File: src/rtl/ps2_pkg.sv
// Shared PS/2 definitions: prefix bytes, receiver states, game key scan codes
// and the 16-bit code layout handed to the register interface.
package ps2_pkg;

    localparam logic [7:0] PS2_PREFIX_BREAK = 8'hF0;
    localparam logic [7:0] PS2_PREFIX_EXT   = 8'hE0;

    typedef enum logic [1:0] {
        ST_IDLE   = 2'd0,
        ST_DATA   = 2'd1,
        ST_PARITY = 2'd2,
        ST_STOP   = 2'd3
    } ps2_state_e;

    // Scan codes the game reacts to; nexys4_tron_if uses the same values.
    localparam logic [7:0] KEY_SPACE = 8'h29;
    localparam logic [7:0] KEY_A     = 8'h1C;
    localparam logic [7:0] KEY_S     = 8'h1B;
    localparam logic [7:0] KEY_L     = 8'h4B;
    localparam logic [7:0] KEY_K     = 8'h42;

    typedef struct packed {
        logic [7:0] prefix;
        logic [7:0] scan;
    } key_code_t;

    // PS/2 uses odd parity across the data byte and the parity bit.
    function automatic logic odd_parity_ok(input logic [7:0] data_byte, input logic parity_bit);
        return ^{data_byte, parity_bit};
    endfunction

endpackage

File: src/rtl/ps2_scan_decoder_if.sv
// Keyboard-line and decoded-code bundle between the PS/2 port, the decoder
// and its consumer.
interface ps2_scan_decoder_if;

    logic        ps2_clk;
    logic        ps2_data;
    logic [15:0] keyboard_input;
    logic        key_valid;
    logic        frame_err;

    modport master (
        output ps2_clk,
        output ps2_data,
        input  keyboard_input,
        input  key_valid,
        input  frame_err
    );

    modport slave (
        input  ps2_clk,
        input  ps2_data,
        output keyboard_input,
        output key_valid,
        output frame_err
    );

endinterface

File: src/rtl/ps2_line_filter.sv
// Synchronises the raw PS/2 lines, glitch-filters the clock and emits a
// one-cycle strobe on each filtered falling edge.
module ps2_line_filter #(
    parameter int unsigned FILTER_LEN = 8
) (
    input  logic clk,
    input  logic reset,
    input  logic ps2_clk,
    input  logic ps2_data,
    output logic fall,
    output logic data
);

    localparam int unsigned CW = (FILTER_LEN > 1) ? $clog2(FILTER_LEN) : 1;

    logic [1:0]    clk_sync;
    logic [1:0]    data_sync;
    logic          level;
    logic [CW-1:0] cnt;

    // Lines idle high, so the synchronisers reset to 1 to avoid a false edge.
    always_ff @(posedge clk or negedge reset) begin
        if (!reset) begin
            clk_sync  <= 2'b11;
            data_sync <= 2'b11;
        end else begin
            clk_sync  <= {clk_sync[0], ps2_clk};
            data_sync <= {data_sync[0], ps2_data};
        end
    end

    // Level flips only after FILTER_LEN consecutive samples disagree with it.
    always_ff @(posedge clk or negedge reset) begin
        if (!reset) begin
            level <= 1'b1;
            cnt   <= '0;
            fall  <= 1'b0;
        end else begin
            fall <= 1'b0;
            if (clk_sync[1] == level) begin
                cnt <= '0;
            end else if (cnt == CW'(FILTER_LEN - 1)) begin
                level <= clk_sync[1];
                cnt   <= '0;
                fall  <= level;
            end else begin
                cnt <= CW'(cnt + 1'b1);
            end
        end
    end

    assign data = data_sync[1];

endmodule

File: src/rtl/ps2_scan_decoder.sv
// PS/2 keyboard receiver: deframes 11-bit frames and folds E0/F0 prefixes into
// a held 16-bit key code with valid and frame-error strobes.
module ps2_scan_decoder
    import ps2_pkg::*;
#(
    parameter int unsigned FILTER_LEN     = 8,
    parameter int unsigned TIMEOUT_CYCLES = 20000
) (
    input  logic              clk,
    input  logic              reset,
    ps2_scan_decoder_if.slave bus
);

    localparam int unsigned TW = $clog2(TIMEOUT_CYCLES + 1);

    localparam logic [1:0] IDLE   = ST_IDLE;
    localparam logic [1:0] DATA   = ST_DATA;
    localparam logic [1:0] PARITY = ST_PARITY;
    localparam logic [1:0] STOP   = ST_STOP;

    logic          fall;
    logic          data;

    logic [1:0]    state,   state_n;
    logic [2:0]    bit_cnt, bit_cnt_n;
    logic [7:0]    shreg,   shreg_n;
    logic          par_q,   par_n;
    logic [TW-1:0] to_cnt,  to_cnt_n;
    logic          brk,     brk_n;
    logic          ext,     ext_n;
    logic [15:0]   code_q,  code_n;
    logic          valid_q, valid_n;
    logic          err_q,   err_n;
    key_code_t     kc;

    ps2_line_filter #(
        .FILTER_LEN (FILTER_LEN)
    ) u_line_filter (
        .clk      (clk),
        .reset    (reset),
        .ps2_clk  (bus.ps2_clk),
        .ps2_data (bus.ps2_data),
        .fall     (fall),
        .data     (data)
    );

    always_ff @(posedge clk or negedge reset) begin
        if (!reset) begin
            state   <= IDLE;
            bit_cnt <= '0;
            shreg   <= '0;
            par_q   <= 1'b0;
            to_cnt  <= '0;
            brk     <= 1'b0;
            ext     <= 1'b0;
            code_q  <= '0;
            valid_q <= 1'b0;
            err_q   <= 1'b0;
        end else begin
            state   <= state_n;
            bit_cnt <= bit_cnt_n;
            shreg   <= shreg_n;
            par_q   <= par_n;
            to_cnt  <= to_cnt_n;
            brk     <= brk_n;
            ext     <= ext_n;
            code_q  <= code_n;
            valid_q <= valid_n;
            err_q   <= err_n;
        end
    end

    // Frame sequencing, byte assembly and inter-edge timeout.
    always_comb begin
        state_n   = state;
        bit_cnt_n = bit_cnt;
        shreg_n   = shreg;
        par_n     = par_q;
        to_cnt_n  = '0;
        brk_n     = brk;
        ext_n     = ext;
        code_n    = code_q;
        valid_n   = 1'b0;
        err_n     = 1'b0;
        kc        = '0;

        if (state != IDLE) begin
            to_cnt_n = fall ? '0 : TW'(to_cnt + 1'b1);
        end

        case (state)
            IDLE: begin
                if (fall) begin
                    if (!data) begin
                        state_n   = DATA;
                        bit_cnt_n = '0;
                    end else begin
                        err_n = 1'b1;
                        brk_n = 1'b0;
                        ext_n = 1'b0;
                    end
                end
            end
            DATA: begin
                if (fall) begin
                    shreg_n   = {data, shreg[7:1]};
                    bit_cnt_n = bit_cnt + 3'd1;
                    if (bit_cnt == 3'd7) begin
                        state_n = PARITY;
                    end
                end
            end
            PARITY: begin
                if (fall) begin
                    par_n   = data;
                    state_n = STOP;
                end
            end
            STOP: begin
                if (fall) begin
                    state_n = IDLE;
                    if (data && odd_parity_ok(shreg, par_q)) begin
                        if (shreg == PS2_PREFIX_BREAK) begin
                            brk_n = 1'b1;
                        end else if (shreg == PS2_PREFIX_EXT) begin
                            ext_n = 1'b1;
                        end else begin
                            // Extended breaks deliberately collapse to F0xx.
                            kc.prefix = brk ? PS2_PREFIX_BREAK : (ext ? PS2_PREFIX_EXT : 8'h00);
                            kc.scan   = shreg;
                            code_n    = kc;
                            valid_n   = 1'b1;
                            brk_n     = 1'b0;
                            ext_n     = 1'b0;
                        end
                    end else begin
                        err_n = 1'b1;
                        brk_n = 1'b0;
                        ext_n = 1'b0;
                    end
                end
            end
            default: state_n = IDLE;
        endcase

        if ((state != IDLE) && !fall && (to_cnt == TW'(TIMEOUT_CYCLES - 1))) begin
            state_n  = IDLE;
            to_cnt_n = '0;
            err_n    = 1'b1;
            brk_n    = 1'b0;
            ext_n    = 1'b0;
        end
    end

    assign bus.keyboard_input = code_q;
    assign bus.key_valid      = valid_q;
    assign bus.frame_err      = err_q;

endmodule

File: src/flat_wrapper.sv
// flat-port wrapper written by rule: the top's interface ports become plain ports
module ps2_scan_decoder_flat import ps2_pkg::*;
#(
    parameter int unsigned FILTER_LEN     = 8,
    parameter int unsigned TIMEOUT_CYCLES = 20000
)
  (clk, reset, bus_ps2_clk, bus_ps2_data, bus_keyboard_input, bus_key_valid, bus_frame_err);
  ps2_scan_decoder_if bus_i ();
  input  logic clk;
  input  logic reset;
  input wire logic [$bits(bus_i.ps2_clk)-1:0] bus_ps2_clk;
  input wire logic [$bits(bus_i.ps2_data)-1:0] bus_ps2_data;
  output wire logic [$bits(bus_i.keyboard_input)-1:0] bus_keyboard_input;
  output wire logic [$bits(bus_i.key_valid)-1:0] bus_key_valid;
  output wire logic [$bits(bus_i.frame_err)-1:0] bus_frame_err;
  assign bus_i.ps2_clk = bus_ps2_clk;
  assign bus_i.ps2_data = bus_ps2_data;
  assign bus_keyboard_input = bus_i.keyboard_input;
  assign bus_key_valid = bus_i.key_valid;
  assign bus_frame_err = bus_i.frame_err;
  ps2_scan_decoder #(.FILTER_LEN(FILTER_LEN), .TIMEOUT_CYCLES(TIMEOUT_CYCLES)) u_core (.clk(clk), .reset(reset), .bus(bus_i));
endmodule
File: config.mk
export PLATFORM = sky130hd
export DESIGN_NAME = ps2_scan_decoder_flat
export DESIGN_NICKNAME = d
export VERILOG_FILES = /design/src/rtl/ps2_pkg.sv /design/src/rtl/ps2_scan_decoder_if.sv /design/src/rtl/ps2_line_filter.sv /design/src/rtl/ps2_scan_decoder.sv /design/src/flat_wrapper.sv
export SDC_FILE = /design/constraint.sdc
export NUM_CORES = 1
export LEC_CHECK = 0
export ABC_AREA = 1
export CAP_MARGIN = 20
export CORE_ASPECT_RATIO = 1.5
export CORE_MARGIN = 2
export CORE_UTILIZATION = 35
export DETAILED_ROUTE_END_ITERATION = 8
export PLACE_DENSITY = 0.54
export SLEW_MARGIN = 20
export SYNTH_ARGS = -nofsm -noshare
export SYNTH_HDL_FRONTEND = slang
export SYNTH_SLANG_ARGS = --single-unit
File: constraint.sdc
create_clock -name clk -period 2.2 [get_ports clk]
set_input_delay 0.66 -clock clk [delete_from_list [all_inputs] [get_ports clk]]
set_output_delay 0.66 -clock clk [all_outputs]
set_load 0.03 [all_outputs]
* After elaboration in Yosys (flattened, before gate mapping) *
Index checks and enable logic that the tools add are counted.

storage, ports and cells
  word-level logic and storage cells = 105
  bits in registers = 58

cells by class
  reductions and logical operators = 17
  add/sub/neg operators = 3
  eq/ne operators = 21
  bitwise gates (word level) = 3
  multiplexer cells = 46

operators by type and width
  operator                                                                  number
  15-bit 2-to-1 mux                                                         3
  1-bit 2-to-1 mux                                                          24
  3-bit by 2-bit inequality test with 1-bit output (second input constant)  6
  8-bit == test (second input constant)                                     2
  8-bit 2-to-1 mux                                                          2
  15-bit by 1-bit adder with 15-bit output (second input constant)          1
  15-bit == test (second input constant)                                    1
  3-bit 2-to-1 mux                                                          5
  5-bit AND reduction                                                       3
  2-bit 2-to-1 mux                                                          7
  9-bit parity                                                              1
  2-bit one-hot mux with 4 select lines                                     1
  3-bit by 1-bit adder with 3-bit output (second input constant)            2
  3-bit == test (second input constant)                                     2
  2-bit inequality test (second input constant)                             3
  1-bit one-hot mux with 2 select lines                                     3
  3-bit one-hot mux with 2 select lines                                     1
  2-bit AND reduction                                                       3
  6-bit AND reduction                                                       1
  5-bit inequality test (second input constant)                             1
  2-bit == test (second input constant)                                     2
  4-bit inequality test (second input constant)                             1
  4-bit AND reduction                                                       1
  2-bit nonzero test                                                        2
  8 further kinds                                                           12

* Longest topological paths before layout *
  depth after elaboration = 7
  depth in mapped cells = 15
  gate-level depth less buffers = 14

* By module *
Synthesis repeated with hierarchy kept, for this count alone.

unflattened totals
  cell total of the unflattened synthesis = 332
  area total of the unflattened synthesis = 2753.9 um^2

modules (own cells, without submodules)
  module            cells each  area each (um^2)  times used  sequential area each (um^2)
  ps2_scan_decoder  306         2437.3            1           1076.0
  ps2_line_filter   26          316.6             1           231.5

* Least setup slack after synthesis *
Ideal clock, no wire load.

  path type = register to register
  start point = reg u_core.state[0]
  end point = reg u_core.brk
  arrival time = 1.517 ns
  cell stages (with the launch flop) = 13
  path slack = 0.560 ns
  period minus slack after synthesis = 1.640 ns
  cell sequence = dfrtp_1 inv_1 ha_1 nor2_1 nand2_1 nor2_1 nand2_2 nand2_1 nand2_1 nor2_2 nand2_1 nand2_1 o21ai_1

between the ends
  longest elaborated chain between the ends = 5
  elaborated cells on any way between the ends = 13

ends and longest elaborated chain
  item                                                     line                     RTL
  start: declaration                                       ps2_scan_decoder.sv:24   logic [1:0] state, state_n;
  start signal: assignment                                 ps2_scan_decoder.sv:60   state <= state_n;
  2-bit nonzero test                                       ps2_scan_decoder.sv:146  if ((state != IDLE) && !fall && (to_cnt == TW'(TIMEOUT_CYCLES - 1))) begin
  1-bit logical AND (2 in a row)                           ps2_scan_decoder.sv:146
  5-bit inequality test (no line) (tied with other cells)  --
  5-bit AND reduction (no line)                            --
  end signal: assignment                                   ps2_scan_decoder.sv:65   brk <= brk_n;
  end: declaration                                         ps2_scan_decoder.sv:29   logic brk, brk_n;

Parallel ways exist; a longest one is shown, timed or not.
A chain may end at the register's enable or synchronous reset.

==> flow_summary.json <==
{
  "crit_path_start_kind": "flop",
  "synthDominantCellAreaShare_pct": 45.61,
  "wl_um": 4486,
  "worst-path-max-fanout": 4,
  "tns_ps": 0,
  "cts_tree": "done",
  "synth.largest_area_cell": "dfrtp_1",
  "cp.required_ps": 1540,
  "grt-ovfl-total": 0,
  "synth_area_leaders": "dfrtp_1, nand2_1, inv_1",
  "cts_setup_buffers": 0,
  "outcome": "finished clean",
  "crit_path_end_kind": "output port",
  "n_antenna_cell": 0,
  "cts_resized": 0,
  "fin_nets": 333,
  "ys_top_cells_by_count": "nand2_1, dfrtp_1, inv_1",
  "slowest_delay_ps": 680,
  "vdd_drop_max_uv": 324.2,
  "placed_cells": 413,
  "ys_ff_latch": 52,
  "die_w_um": 74.09,
  "hp-class": "input port to asynchronous set/reset pin",
  "first_global_vias": 1858,
  "critPathKind": "flop to output port",
  "cp_top_family": "buffers and inverters",
  "cp_num_buf_inv": 1,
  "post_drt_wl_per_cell_um": 10.66,
  "grt_usage_pct": 13.13,
  "cts-root-buf": "clkbuf_8",
  "yosysWarnings": 0,
  "finalNonFillerCells": 421,
  "numPortBuffers": 17,
  "ios": 22,
  "core-area_um2": 7179,
  "vias": 1875,
  "slowest_stage": "clkdlybuf4s50_1",
  "clock_latency_ps": 310,
  "finalCriticalPeriod_ps": 2028,
  "finalMaxSlewViolations": 0,
  "clk_pin_slew_ps": 90,
  "critPathArrivalTime_ps": 1370,
  "cap_violations": 0,
  "die_y_um": 109.1,
  "drc": 0,
  "clock_skew_ps": 7.076,
  "synth.distinct_cells": 35,
  "yosysSeqAreaShare_pct": 50.70,
  "htree_levels": 2,
  "ctsHoldBuffers": 0,
  "setup_viol": 0,
  "cts_buffer_depth": 2,
  "die-area_um2": 8085,
  "cts_buffers": 5,
  "grt_start_max_net_pins": 28,
  "path_cells": "clkdlybuf4s50_1",
  "routed_via_density": 4.454,
  "start_util_pct": 35.92,
  "power_density_nw_per_um2": 750.9,
  "fin_crit_sh_pct": 92.19,
  "yosysMostFrequentCell": "nand2_1",
  "syn_area_um2": 2579,
  "antenna_found_initial": 0,
  "synth_flop_cell": "dfrtp_1",
  "fmax_mhz": 493.1,
  "gp_congestion": 0.8231,
  "ys_async_sr_fraction_pct": 100.0,
  "hold_violations": 0,
  "grt_setup_unrepaired": "no",
  "drive_above_1_share_pct": 13.08,
  "postRouteAntennaNets": 0,
  "leakagePower_nw": 1.363,
  "rows": 38,
  "place_hpwl_um": 3485,
  "grt_pass1_wl_um": 8059,
  "nFillCells": 746,
  "synthCells": 300,
  "drt_first_pass_iters": 4,
  "clock-sinks": 52,
  "syn_to_final_growth_pct": 13.59,
  "synth.avg_cell_area_um2": 8.596,
  "synth-edff-count": 0,
  "initialDrtViolationCount": 87
}
-- layout make-up --
type / instances / area [um2] / area share, %
sequential: 52 / 1308 / 44.64
multi-input combinational: 197 / 1036 / 35.37
timing repair buffer: 20 / 200.2 / 6.835
inverter: 44 / 170.2 / 5.809
tap: 100 / 125.1 / 4.272
clock buffer: 8 / 90.09 / 3.076
-- flip-flops by register name (all words and copies together) (netlist names) --
register,flops
u_core.bus.frame_err,1
u_core.to_cnt,15
u_core.par_q,1
u_core.u_line_filter.cnt,3
u_core.bus.keyboard_input,10
u_core.u_line_filter.fall,1
u_core.u_line_filter.clk_sync,2
u_core.ext,1
u_core.u_line_filter.level,1
u_core.u_line_filter.data_sync,2
u_core.brk,1
u_core.state,2
u_core.bus.key_valid,1
u_core.shreg,8
u_core.bit_cnt,3
-- metrics by stage --
stage / total power [mW] / utilization, % / cell area, um2 / hold slack (ps) / setup WS, ps
CTS: 2.251 / 40.80 / 2929 / 242.3 / 151.0
detailed placement: 1.673 / 39.54 / 2839 / 347.6 / 383.5
global placement: 1.665 / 39.54 / 2839 / 346.1 / 452.1
floorplan: 1.546 / - / 2590 / 345.2 / 559.6
finish: 2.199 / 40.80 / 2929 / 247.8 / 171.9
global route: 2.375 / 40.80 / 2929 / 255.5 / 110.2
-- placed cells by master (no fill, tap or decap), drive strengths merged, types with 3 or more instances in the layout --
cell	instances
nor2	30
xor2	3
conb	4
dfstp	5
clkdlybuf4s50	16
inv	42
nand2	75
ha	9
nor3	11
nand4	3
o21ai	28
a21oi	9
dfrtp	47
xnor2	3
buf	4
nand3	12
clkbuf	8
-- cell families (layout without fill, tap and decap cells) --
logic type | count (synthesis) | in the layout | synth area share, %
multiplexers | 1 | 1 | 0.4367
XOR/XNOR | 6 | 6 | 2.038
buffers and inverters | 54 | 72 | 9.558
flip-flops | 52 | 52 | 50.70
other | 1 | 4 | 0.1454
adder cells (fa/ha/maj) | 9 | 9 | 4.367
AND/OR/NAND/NOR | 133 | 133 | 22.76
AO/OA/AOI/OAI | 44 | 44 | 9.995
-- worst paths after layout --
check | cells past startpoint | end | start | slack [ps]
worst max-delay path | 1 | bus_keyboard_input[15] | u_core.bus.keyboard_input[14] | 170
worst min-delay path | 1 | u_core.shreg[5] | reset | 250
worst max register to register | 12 | u_core.brk | u_core.state[0] | 380
worst min register to register | 0 | u_core.u_line_filter.data_sync[1] | u_core.u_line_filter.data_sync[0] | 360
max in group asynchronous | 2 | u_core.u_line_filter.data_sync[0] | reset | 1380
min in group clk | 0 | u_core.u_line_filter.data_sync[1] | u_core.u_line_filter.data_sync[0] | 360
-- metal layers --
metal	track usage (%)	wire, um
met3	3.050	127
met2	23.21	2356
met5	0	0
met1	14.13	1847
met4	7.013	155
-- report_power, final --
part,switching (mW),internal (mW)
Clock,0.301,0.257
Sequential,0.0577,1.05
Combinational,0.339,0.194
Total,0.698,1.50
-- worst register-to-register path: cells and delay by family (launching register included) --
kind	cells	cell delay, ps
simple gates	9	900
flops	1	400
fa+ha+maj	1	270
buf+inv	1	80
compound gates	1	50
(Power assumes the default switching activity.)
